--- src/rtl/mem_latency_model.sv ---
// Multi-channel memory window with per-channel fixed read/write latency.
// Each channel owns a small counter FSM; the storage array is shared, with
// same-edge write merging by mask (highest channel wins on overlapping bits).

// Per-channel latency sequencer: decides when a held request completes.
module mem_latency_ch #(
    parameter int RD_LAT = 2,
    parameter int WR_LAT = 1
) (
    input  logic clock,
    input  logic reset,
    input  logic oe,
    input  logic we,
    input  logic in_win,
    output logic rdy,
    output logic busy,
    output logic err_conflict,
    output logic cur_rd
);
    typedef enum logic {IDLE, WAIT} state_t;

    localparam logic [4:0] RD_LAST = 5'(RD_LAT - 1);
    localparam logic [4:0] WR_LAST = 5'(WR_LAT - 1);

    state_t     state, state_nxt;
    logic [4:0] cnt, cnt_nxt;
    logic       is_rd, is_rd_nxt;
    logic       rd_req, wr_req, held;
    logic [4:0] last;

    // A conflicting oe+we pair qualifies as neither kind, which aborts WAIT.
    assign rd_req = oe & ~we & in_win;
    assign wr_req = we & ~oe & in_win;
    // In IDLE the kind comes from the live request; in WAIT from the one that started.
    assign cur_rd = (state == WAIT) ? is_rd : rd_req;
    assign held   = is_rd ? rd_req : wr_req;
    assign last   = cur_rd ? RD_LAST : WR_LAST;

    // Next-state, completion strobe and busy; requests are ignored during reset.
    always_comb begin
        state_nxt = state;
        cnt_nxt   = cnt;
        is_rd_nxt = is_rd;
        rdy       = 1'b0;
        busy      = 1'b0;
        if (!reset) begin
            case (state)
                IDLE: begin
                    if (rd_req || wr_req) begin
                        busy = 1'b1;
                        if (last == 5'd0) begin
                            rdy = 1'b1;
                        end else begin
                            state_nxt = WAIT;
                            cnt_nxt   = 5'd1;
                            is_rd_nxt = rd_req;
                        end
                    end
                end
                WAIT: begin
                    if (!held) begin
                        state_nxt = IDLE;
                        cnt_nxt   = 5'd0;
                    end else begin
                        busy = 1'b1;
                        if (cnt == last) begin
                            rdy       = 1'b1;
                            state_nxt = IDLE;
                            cnt_nxt   = 5'd0;
                        end else begin
                            cnt_nxt = cnt + 5'd1;
                        end
                    end
                end
                default: state_nxt = IDLE;
            endcase
        end
    end

    // State register plus sticky conflict flag.
    always_ff @(posedge clock) begin
        if (reset) begin
            state        <= IDLE;
            cnt          <= 5'd0;
            is_rd        <= 1'b0;
            err_conflict <= 1'b0;
        end else begin
            state <= state_nxt;
            cnt   <= cnt_nxt;
            is_rd <= is_rd_nxt;
            if (oe && we) err_conflict <= 1'b1;
        end
    end
endmodule


--- config.mk ---
export PLATFORM = sky130hd
export DESIGN_NAME = mem_latency_ch
export DESIGN_NICKNAME = d
export VERILOG_FILES = /design/src/rtl/mem_latency_model.sv
export SDC_FILE = /design/constraint.sdc
export NUM_CORES = 1
export LEC_CHECK = 0
export ABC_AREA = 0
export BUFFER_PORTS_ARGS = -buffer_cell sky130_fd_sc_hd__buf_2
export CORE_AREA = 2 2 39 41
export DETAILED_ROUTE_END_ITERATION = 7
export DIE_AREA = 0 0 41 43
export PLACE_DENSITY_LB_ADDON = 0.15
export SLEW_MARGIN = 0
export SYNTH_ARGS = -nofsm -noshare
export SYNTH_HDL_FRONTEND = slang
export SYNTH_SLANG_ARGS = --single-unit
--- constraint.sdc ---
create_clock -name clock -period 1.7 [get_ports clock]
set_clock_uncertainty 0.05 [all_clocks]
set_input_delay 0.085 -clock clock [delete_from_list [all_inputs] [get_ports clock]]
set_output_delay 0.085 -clock clock [all_outputs]
set_load 0.01 [all_outputs]
After elaboration in Yosys (flattened, before gate mapping)
Index checks and enable logic that the tools add are counted.
{ "totals": {"reg_bits": 8, "input_bits": 5, "output_inout_bits": 4, "word_cells": 44} }
{ "classes": {"add_sub_neg": 1, "n_eq_ne": 3, "muxes": 23, "bitwise": 8, "reduce_logical": 5} }
{ "ops": {"columns": ["op", "count"], "rows": [
  ["$mux W5", 4],
  ["$mux W1", 15],
  ["$pmux W5 S2", 1],
  ["$pmux W1 S2", 3],
  ["$add A5 B1 Y5 const B", 1],
  ["$eq A5 B1 Y1", 1],
  ["$logic_not A5 Y1", 1],
  ["$and A1 B1 Y1", 4],
  ["$ne A2 B2 Y1 const B", 2],
  ["$not A1 Y1", 4],
  ["$reduce_and A3 Y1", 1],
  ["$reduce_and A2 Y1", 1],
  ["$logic_and A1 B1 Y1", 1],
  ["$logic_or A1 B1 Y1", 1]
]} }

Depth between registers and ports, before layout
{ "logic_depth": {"word_depth": 10, "mapped_depth": 5} }

Worst setup path before layout
No wires, ideal clock.
{ "synth_path": {"kind": "register to register", "start": "reg state", "end": "reg cnt[3]", "setup_ps": 117, "arrival_time_ps": 1531, "t_required_ps": 1533, "setup_slack_ps": 2, "path_stages_with_launch": 6, "path_buffers": 1, "period_less_slack_ps": 1698, "cell_sequence": "dfxtp_1 buf_4 and4bb_2 or4b_4 a41o_1 a22o_1"} }
{ "synth_between": {"elab_chain_len": 6} }
{ "synth_lines": {"columns": ["element", "line", "rtl"], "rows": [
  ["start: declaration", "25", "state_t state, state_nxt;"],
  ["start signal: assignment", "88", "state <= state_nxt;"],
  ["$mux W1", "35", "assign cur_rd = (state == WAIT) ? is_rd : rd_req;"],
  ["$mux W1", "37", "assign last = cur_rd ? RD_LAST : WR_LAST;"],
  ["$eq A5 B1 Y1", "66", "if (cnt == last) begin"],
  ["$mux W5", "66", null],
  ["$mux W5", "61", "if (!held) begin"],
  ["$pmux W5 S2", "47", "case (state)"],
  ["end signal: assignment", "89", "cnt <= cnt_nxt;"],
  ["end: declaration", "26", "logic [4:0] cnt, cnt_nxt;"]
]} }
Parallel ways exist; a longest one is shown, timed or not.
A chain may end at the register's enable or synchronous reset.

Worst setup path in the final report
{ "layout_path": {"start": "reg cnt[1]", "end": "reg cnt[3]"} }
{ "layout_between": {"elab_chain_len": 4} }
{ "layout_lines": {"columns": ["element", "line"], "rows": [
  ["$add A5 B1 Y5 or $eq A5 B1 Y1 (tied branches)", "71, 66"],
  ["$mux W5 *", "66"],
  ["$mux W5 *", "61"],
  ["$pmux W5 S2 *", "47"]
]} }
Mark *: on every way between the ends. The rest lies on a longest branch, timed or not.

==> flow_summary.ini <==
[worst_setup_path]
cp-start-kind = flop
r2r_start = cnt[1]
slowest_stage = or4b_4
cp_top_family = simple AND/OR/NAND/NOR gates
crit_fanout = 3
crit_arrival_ns = 1.76
cp.required_ns = 1.81
worstPathCellList = nor4_4, or4b_4, a41o_1, a22o_1
endpoint_kind = flop
path_class = reg2reg
r2r-end = cnt[3]
worst_path_largest_cell_delay_ns = 0.50
rr_worst_depth = 4
reg2reg_slack_ns = 0.05
crit_buf_inv = 0

[die]
fp.dieArea_um2 = 1760
io_pins = 9
fp.dieW_um = 41
fp.dieH_um = 43
core_um2 = 1380
num_rows = 14
initial_core_util_pct = 36.7

[cells_and_area]
num_antenna_cells = 0
drive_above_1_share_pct = 37.2
final_cells = 94
fin_nets = 86
final_util_pct = 47.5
fin_area_um2 = 657
syn2layout_area_growth_pct = 29.3

[global_routing]
grt_pass1_wl_um = 2000
antenna_found_initial = 0
grt_start_max_net_pins = 8
grtUsageTotal_pct = 17.3
grt_pass1_vias = 485
overflow = 0

[yosys]
syn_avg_cell_area_um2 = 8.61
async_reset_ff_share_pct = 0
netlist.top_cell.by_area = dfxtp_1
synth_ff_type = dfxtp_1
yosysTopAreaCellShare_pct = 31.5
synth_cell_types = 32
yosys-top-cells-area = dfxtp_1, nor2_1, nor4_4
synth_seq_area_share_pct = 31.5
ys_warn_count = 0
syn_area_um2 = 508
syn_inst = 59
synth_seq_cells = 8
synth_nets = 65
synth_edf_count = 0

[route]
vias = 496
dr_wl_met2_um = 506
drt_drc_violations_left = 0
vias_per_cell = 5.28
ant_nets = 0
drt_first_pass_iters = 4
drt_wl_total_um = 1140
top_layer = met4
met3WireLength_um = 40
drt-initial-drc-count = 9
wl_met1_um = 553
routedWlPerCell_um = 12.2

[clocking]
cts.htree.levels = 1
numCtsBuffers = 3
clk_pin_slew_worst_paths_ns = 0.06
worstSkewPairLatency_ns = 0.26
tritoncts = done
clk_path_buf_depth = 2
cts_sinks = 8
cts_root_buf = clkbuf_4

[placement]
dp_slack_ns = 0.0333
dp_hpwl_um = 888
gp_congestion = 0.738
post_dp_cell_area_um2 = 632
io_buffers = 8
dp_cells = 91

[pwr]
peakVddDrop_mv = 0.445
leakage_nw = 0.281
power.density_nw_per_um2 = 628

[sta]
relSlewSlack_pct = 69.9
drv_slew = 0
fin_crit_sh_pct = 97.2
worst_slack_ns = 0.0480
setup_tns_ns = 0
tightest_slew_ns = 0.448
rsz0062_at_grt = yes
fmax_mhz = 605
min_period_ns = 1.65
setup_viol = 0
hold_violations = 0

[worst_hold_path]
hold_start = reset
hold_path.class = in2reg
min_path_cells = 2
hold_end = state

[flow_run]
drv_cap = 0

[outcome]
outcome = completed
[worst reg2reg max path, stage by stage, from the launching register on]
cell,delay (ns)
dfxtp_2,0.33
nor4_4,0.28
or4b_4,0.50
a41o_1,0.22
a22o_1,0.17
[cell type report]
class	instances	area [um2]
sequential	8	163
inverter	2	7.51
clock buffer	3	22.5
multi-input combinational	47	329
tap	16	20.0
timing repair buffer	18	115
fill	133	727
[sequential cells by signal, summed over array words and instances (netlist names)]
name	cells
is_rd	1
cnt	5
err_conflict	1
state	1
[kinds of logic (layout without fill, tap and decap cells)]
family,count (synthesis),in the layout,share of synthesized area (%)
AND/OR/NAND/NOR,29,29,37.7
AO/OA/AOI/OAI,14,14,19.5
XOR/XNOR,3,3,5.17
adder cells (fa/ha/maj),1,1,2.46
flip-flops,8,8,31.5
buffers and inverters,4,23,3.69
[timing repair]
item	4_1_cts	5_1_grt
setup buffers	0	0
setup endpoints to repair	0	1
gates resized for setup	0	2
hold buffers	0	0
[worst max-delay path by stage]
stage | startpoint | endpoint | slack [ns] | cells after the start
2_1_floorplan | state | cnt[3] | 0.002 | 5
3_3_place_gp | cnt[2] | cnt[3] | 0.04 | 4
3_5_place_dp | cnt[2] | cnt[3] | 0.03 | 4
4_1_cts | cnt[2] | cnt[3] | 0.02 | 4
5_1_grt | cnt[1] | cnt[3] | -0.01 | 4
6_report | cnt[1] | cnt[3] | 0.05 | 4
[power by group]
part / internal (W) / leakage [nW] / switching (W) / total [W]
sequential: 0.000192 / 0.0660 / 0.00000248 / 0.000195
combinational: 0.0000306 / 0.201 / 0.0000326 / 0.0000632
clock: 0.0000814 / 0.0138 / 0.0000732 / 0.000155
total: 0.000304 / 0.281 / 0.000108 / 0.000413
[cell usage after synthesis, drive strengths merged, types with 2 or more instances]
| cell | instances |
|---|---|
| a21oi | 4 |
| dfxtp | 8 |
| inv | 2 |
| nand2 | 2 |
| nand2b | 2 |
| nand3 | 3 |
| nor2 | 8 |
| nor3 | 3 |
| nor3b | 2 |
| o21ai | 2 |
| xnor2 | 2 |
[metrics by stage]
stage / power (W) / hold WS, ns
floorplan: 0.000237 / 0.104
global placement: 0.000262 / 0.290
detailed placement: 0.000262 / 0.291
CTS: 0.000421 / 0.00391
global route: 0.000437 / 0.00826
finish: 0.000413 / 0.00752
[layout by cell type, fill, tap and decap left out, types with 2 or more instances in the layout]
cell and n:
buf_4 10, nor2_1 8, buf_2 8, dfxtp_1 6, a21oi_1 4, nor3_1 3
nand3_1 3, clkbuf_4 3, nand2b_1 2, nor3b_1 2, xnor2_1 2, inv_1 2
nand2_1 2, o21ai_1 2, dfxtp_2 2
[layer usage]
layer	GRT usage [%]	up-vias
li1	-	261
met1	21.4	218
met2	24.7	13
met3	4.71	4
met4	12.0	0
met5	0	-
Note: power is estimated with default switching activity, not from simulation.
